[config.mk]
export PLATFORM = sky130hd
export DESIGN_NAME = cmp_trend_monitor
export DESIGN_NICKNAME = d
export VERILOG_FILES = /design/src/rtl/cmp_mon_pkg.sv /design/src/rtl/sat_counter.sv /design/src/rtl/cmp_trend_monitor.sv
export SDC_FILE = /design/constraint.sdc
export NUM_CORES = 1
export LEC_CHECK = 0
export ABC_CLOCK_PERIOD_IN_PS = 3600
export CORE_UTILIZATION = 40
export CTS_CLUSTER_SIZE = 28
export DETAILED_ROUTE_END_ITERATION = 7
export GPL_ROUTABILITY_DRIVEN = 1
export GPL_TIMING_DRIVEN = 0
export PLACE_DENSITY = 0.72
export SYNTH_ARGS = -nofsm -noshare
export SYNTH_HDL_FRONTEND = slang
export SYNTH_HIERARCHICAL = 1
export SYNTH_SLANG_ARGS = --single-unit
[constraint.sdc]
create_clock -name clk -period 3.6 [get_ports clk]
set_input_delay 0.9 -clock clk [delete_from_list [all_inputs] [get_ports clk]]
set_output_delay 0.9 -clock clk [all_outputs]
set_load 0.005 [all_outputs]
[src/rtl/cmp_mon_pkg.sv]
// Shared encodings for the comparator trend monitor: state classes and
// one-hot flag codes {a_gt_b, a_lt_b, a_eq_b}.
package cmp_mon_pkg;

  typedef enum logic [1:0] {
    ST_IDLE = 2'b00,
    ST_GT   = 2'b01,
    ST_LT   = 2'b10,
    ST_EQ   = 2'b11
  } cmp_state_t;

  localparam logic [2:0] FLAG_GT = 3'b100;
  localparam logic [2:0] FLAG_LT = 3'b010;
  localparam logic [2:0] FLAG_EQ = 3'b001;

endpackage

[src/rtl/sat_counter.sv]
// Saturating up-counter with synchronous reset/clear and a load-to-one
// input used to restart a run at length 1.
module sat_counter #(
  parameter int W = 8
) (
  input  logic         clk,
  input  logic         rst,
  input  logic         clr,
  input  logic         inc,
  input  logic         load1,
  output logic [W-1:0] q
);

  localparam logic [W-1:0] MAX = '1;

  always_ff @(posedge clk) begin
    if (rst || clr) begin
      q <= '0;
    end else if (load1) begin
      q <= W'(1);
    end else if (inc && (q != MAX)) begin
      q <= q + W'(1);
    end
  end

endmodule

[src/rtl/cmp_trend_monitor.sv]
// Classifies valid comparator results, counts them per class, tracks the
// current run length and flags persistent GT/LT trends.
import cmp_mon_pkg::*;

module cmp_trend_monitor #(
  parameter int CNT_W   = 8,
  parameter int RUN_LEN = 4
) (
  input  logic             clk,
  input  logic             rst,
  input  logic             in_valid,
  input  logic             a_gt_b,
  input  logic             a_lt_b,
  input  logic             a_eq_b,
  input  logic             clear,
  output logic [1:0]       state,
  output logic [CNT_W-1:0] gt_count,
  output logic [CNT_W-1:0] lt_count,
  output logic [CNT_W-1:0] eq_count,
  output logic [CNT_W-1:0] run_len,
  output logic             trend_up,
  output logic             trend_down,
  output logic             alarm,
  output logic             err_flag
);

  // Handshake: in_valid qualifies the flags for a single cycle; there is no
  // ready, every valid cycle is consumed (accepted or flagged as an error).

  localparam logic [CNT_W-1:0] RUN_THR = CNT_W'(RUN_LEN);
  localparam logic [CNT_W-1:0] RUN_M1  = CNT_W'(RUN_LEN - 1);

  cmp_state_t state_q, state_d;
  cmp_state_t cls;
  logic [2:0] code;
  logic       accept, same_cls, alarm_d, bad_code;

  assign code = {a_gt_b, a_lt_b, a_eq_b};

  always_comb begin
    cls      = ST_IDLE;
    state_d  = state_q;
    accept   = 1'b0;
    same_cls = 1'b0;
    alarm_d  = 1'b0;
    bad_code = 1'b0;
    case (code)
      FLAG_GT: cls = ST_GT;
      FLAG_LT: cls = ST_LT;
      FLAG_EQ: cls = ST_EQ;
      default: cls = ST_IDLE;
    endcase
    accept   = in_valid && (cls != ST_IDLE);
    bad_code = in_valid && (cls == ST_IDLE);
    same_cls = accept && (cls == state_q);
    if (accept) state_d = cls;
    // Fires only on the RUN_LEN-1 -> RUN_LEN step, so saturation cannot retrigger it.
    alarm_d = same_cls && ((cls == ST_GT) || (cls == ST_LT)) && (run_len == RUN_M1);
  end

  always_ff @(posedge clk) begin
    if (rst || clear) begin
      state_q  <= ST_IDLE;
      alarm    <= 1'b0;
      err_flag <= 1'b0;
    end else begin
      state_q <= state_d;
      alarm   <= alarm_d;
      if (bad_code) err_flag <= 1'b1;
    end
  end

  sat_counter #(.W(CNT_W)) u_gt_cnt (
    .clk(clk), .rst(rst), .clr(clear),
    .inc(accept && (cls == ST_GT)), .load1(1'b0), .q(gt_count)
  );

  sat_counter #(.W(CNT_W)) u_lt_cnt (
    .clk(clk), .rst(rst), .clr(clear),
    .inc(accept && (cls == ST_LT)), .load1(1'b0), .q(lt_count)
  );

  sat_counter #(.W(CNT_W)) u_eq_cnt (
    .clk(clk), .rst(rst), .clr(clear),
    .inc(accept && (cls == ST_EQ)), .load1(1'b0), .q(eq_count)
  );

  sat_counter #(.W(CNT_W)) u_run_cnt (
    .clk(clk), .rst(rst), .clr(clear),
    .inc(same_cls), .load1(accept && !same_cls), .q(run_len)
  );

  assign state      = state_q;
  assign trend_up   = (state_q == ST_GT) && (run_len >= RUN_THR);
  assign trend_down = (state_q == ST_LT) && (run_len >= RUN_THR);

endmodule
==> results of run 1 <==
-- flip-flops by register name, indices dropped and copies added (netlist names) --
| register | flops |
|---|---|
| u_lt_cnt/q | 8 |
| err_flag | 1 |
| u_run_cnt/q | 8 |
| state | 2 |
| alarm | 1 |
| u_gt_cnt/q | 8 |
| u_eq_cnt/q | 8 |
-- logic make-up after synthesis --
kind of cell,share of synthesized area
simple gates,0.293
compound gates,0.192
flops,0.333
buf+inv,0.0612
mux,0.0601
fa+ha+maj,0.0514
xor+xnor,0.00809
other cells,0.00173
-- layout make-up --
type / count / area, um2 / share of cell area
Multi-Input combinational cell: 204 / 1380 / 0.487
Buffer: 11 / 81.3 / 0.0288
Sequential cell: 36 / 721 / 0.255
Clock buffer: 8 / 90.1 / 0.0319
Inverter: 11 / 41.3 / 0.0146
Timing Repair Buffer: 43 / 430 / 0.152
Tap cell: 70 / 87.6 / 0.0310
-- metrics by stage --
stage | TNS, ps | hold slack [ps] | area [um2] | utilization
floorplan | 0 | 477 | 2220 | -
global placement | -1320 | 475 | 2740 | 0.529
detailed placement | -2040 | 487 | 2740 | 0.529
CTS | 0 | 497 | 2830 | 0.546
global route | 0 | 523 | 2830 | 0.547
finish | 0 | 490 | 2830 | 0.547
-- worst reg2reg max path, cell delays in order (launching register included) --
cell and delay (ps):
dfxtp_1 380, nor4_1 290, nor3_1 70, o22a_2 250, nor2b_1 110, clkbuf_2 210
nand4_1 240, a211oi_2 320, mux2i_1 220
-- layer usage --
metal	track usage	vias up	part of all wire
met2	0.268	43	0.47
met3	0.0397	5	0.035
met1	0.219	972	0.48
li1	-	1054	-
met4	0.0720	0	0.011
met5	0	-	0
-- cell usage in the layout, fill, tap and decap left out, types with 10 or more instances in the layout --
master,n
a211oi_1,10
nor3_1,17
dfxtp_1,36
nand4_1,12
nand2_1,33
conb_1,15
inv_1,11
clkdlybuf4s50_1,43
mux2i_1,13
a21oi_1,15
-- power by group through the flow --
stage | registers [W] | logic [W] | clock network [W]
6_report | 0.000406 | 0.0000672 | 0.000297
5_1_grt | 0.000407 | 0.0000755 | 0.000328
4_1_cts | 0.000406 | 0.0000676 | 0.000310
3_5_place_dp | 0.000416 | 0.0000673 | 0
3_3_place_gp | 0.000415 | 0.0000665 | 0
2_1_floorplan | 0.000415 | 0.0000415 | 0
-- final timing paths --
kind                                                  from                          end  slack, ps  cells past startpoint
worst max-delay path                                a_lt_b  u_run_cnt/q[5]$_SDFFE_PP0P_        240                     12
worst min-delay path            u_lt_cnt/q[7]$_SDFFE_PP0P_   u_lt_cnt/q[7]$_SDFFE_PP0P_        490                      2
worst max register to register       state[1]$_SDFFE_PP0P_  u_run_cnt/q[5]$_SDFFE_PP0P_       1430                      8
worst min register to register  u_lt_cnt/q[7]$_SDFFE_PP0P_   u_lt_cnt/q[7]$_SDFFE_PP0P_        490                      2
==> results.json, run 1 <==
{
  "status": "finished, final reports clean",
  "cts_inserted_buffers": 5,
  "internal_power_w": 0.000588,
  "hold_viol_final": 0,
  "place_congestion": 0.788,
  "syn2layout_area_growth_pct": 30.6,
  "fin_skew_ps": 3.20,
  "finalSetupViolCount": 0,
  "cp.required_ps": 3820,
  "grt_pass1_wl_mm": 7.42,
  "dp_hpwl_mm": 3.31,
  "chipHeight_um": 75.6,
  "clockRootBuffer": "clkbuf_8",
  "first_pass_iters": 4,
  "final_layout_size_suffix_gt1_frac": 0.0831,
  "start_util": 0.419,
  "criticalPathCategory": "in2reg",
  "p_seq_frac": 0.527,
  "synth_area_um2": 2170,
  "antenna_found_initial": 0,
  "drc_errors": 0,
  "p_per_area_nw_per_um2": 272,
  "crit_path_end_kind": "flop",
  "synth.distinct_cells": 39,
  "routedWlPerCell_um": 12.2,
  "synth_ff_type": "dfxtp_1",
  "portBuffers": 43,
  "grt_overflow": 0,
  "switching_share": 0.237,
  "min_path_type": "reg2reg",
  "cts_setup_buffers": 0,
  "rows": 26,
  "post-route-period-util": 0.934,
  "fin_ws_ps": 238,
  "period_needed_ps": 3360,
  "max-vdd-ir-drop_mv": 0.204,
  "io_pins": 45,
  "yosys_warnings": 6,
  "cpMaxStageDelayCell": "clkdlybuf4s50_1",
  "clk_latency_ps": 290,
  "p_clk_frac": 0.385,
  "crit_top_cell": "nor2b_1",
  "rsz0062_at_grt": "no",
  "cts_buffer_depth": 2,
  "yosysMostFrequentCell": "dfxtp_1",
  "postRouteAntennaNets": 0,
  "worst_slew_pin_slew_ps": 679,
  "core_um2": 5170,
  "drtIter0Drc": 41,
  "synthTopCellsByCount": "36 x dfxtp_1, 33 x nand2_1, 17 x nor3_1",
  "crit_arrival_ps": 3580,
  "num-nets-final": 327,
  "ys_ff_latch": 36,
  "fmax_mhz": 297,
  "placed_cells": 378,
  "n_antenna_cell": 0,
  "synth_cells": 251,
  "drv_cap": 0,
  "via_per_inst": 5.42,
  "leakagePower_nw": 0.896,
  "pwr-share-comb": 0.087,
  "grtUsageTotal": 0.169,
  "postCtsHoldBufs": 0,
  "cp.buffers_inverters": 4,
  "cp_max_fo": 9,
  "synth-edff-count": 0,
  "yosys-top-cells-area": "dfxtp_1 33%, mux2i_1 6.0%, nand2_1 5.7%, ha_1 4.6%, a211oi_1 4.2%",
  "clock-sinks": 36,
  "power_w": 0.000770,
  "switchingPower_w": 0.000182,
  "vias": 2074,
  "nFillCells": 509,
  "worst_setup_path_start_kind": "input pin",
  "htreeDepth": 2,
  "synth_top_area_cell": "dfxtp_1",
  "ys_seq_area_frac": 0.333,
  "die_w_um": 75.6,
  "ys_async_sr_fraction": 0,
  "synth_area_per_cell_um2": 8.63,
  "synth_top_area_frac": 0.333,
  "path_delay_family": "buffers and inverters",
  "pre_cts_slack_ps": -198,
  "path_cells": "clkdlybuf4s50_1, xnor2_1, nor2_1, inv_1, ha_1, nor2b_1, buf_2, nor2b_1, clkbuf_2, nand4_1, a211oi_2, mux2i_1",
  "grt_pass1_vias": 1663,
  "clk_pin_slew_ps": 70,
  "dieArea_um2": 5710,
  "wl_mm": 4.68,
  "postCtsResizedCells": 0,
  "grt_max_degree": 17,
  "slew_headroom": 0.544,
  "cts_tree": "done",
  "max_stage_delay_ps": 590,
  "final_cells": 383,
  "slew_viol_final": 0
}
Note: power is estimated with default switching activity, not from simulation.
==> run 2: changes to the inputs <==
--- a/config.mk
+++ b/config.mk
@@ -5,7 +5,6 @@
 export SDC_FILE = /design/constraint.sdc
 export NUM_CORES = 1
 export LEC_CHECK = 0
-export ABC_CLOCK_PERIOD_IN_PS = 3600
 export CORE_UTILIZATION = 40
 export CTS_CLUSTER_SIZE = 28
 export DETAILED_ROUTE_END_ITERATION = 7
==> results of run 2 <==
The final DEF is identical to that of run 1; final timing and power are the same.
==> run 3: changes to the inputs <==
--- a/config.mk
+++ b/config.mk
@@ -11,6 +11,7 @@
 export GPL_ROUTABILITY_DRIVEN = 1
 export GPL_TIMING_DRIVEN = 0
 export PLACE_DENSITY = 0.72
+export SKIP_CTS_REPAIR_TIMING = 1
 export SYNTH_ARGS = -nofsm -noshare
 export SYNTH_HDL_FRONTEND = slang
 export SYNTH_HIERARCHICAL = 1
==> results of run 3 <==
The final DEF is identical to that of run 1; final timing and power are the same.
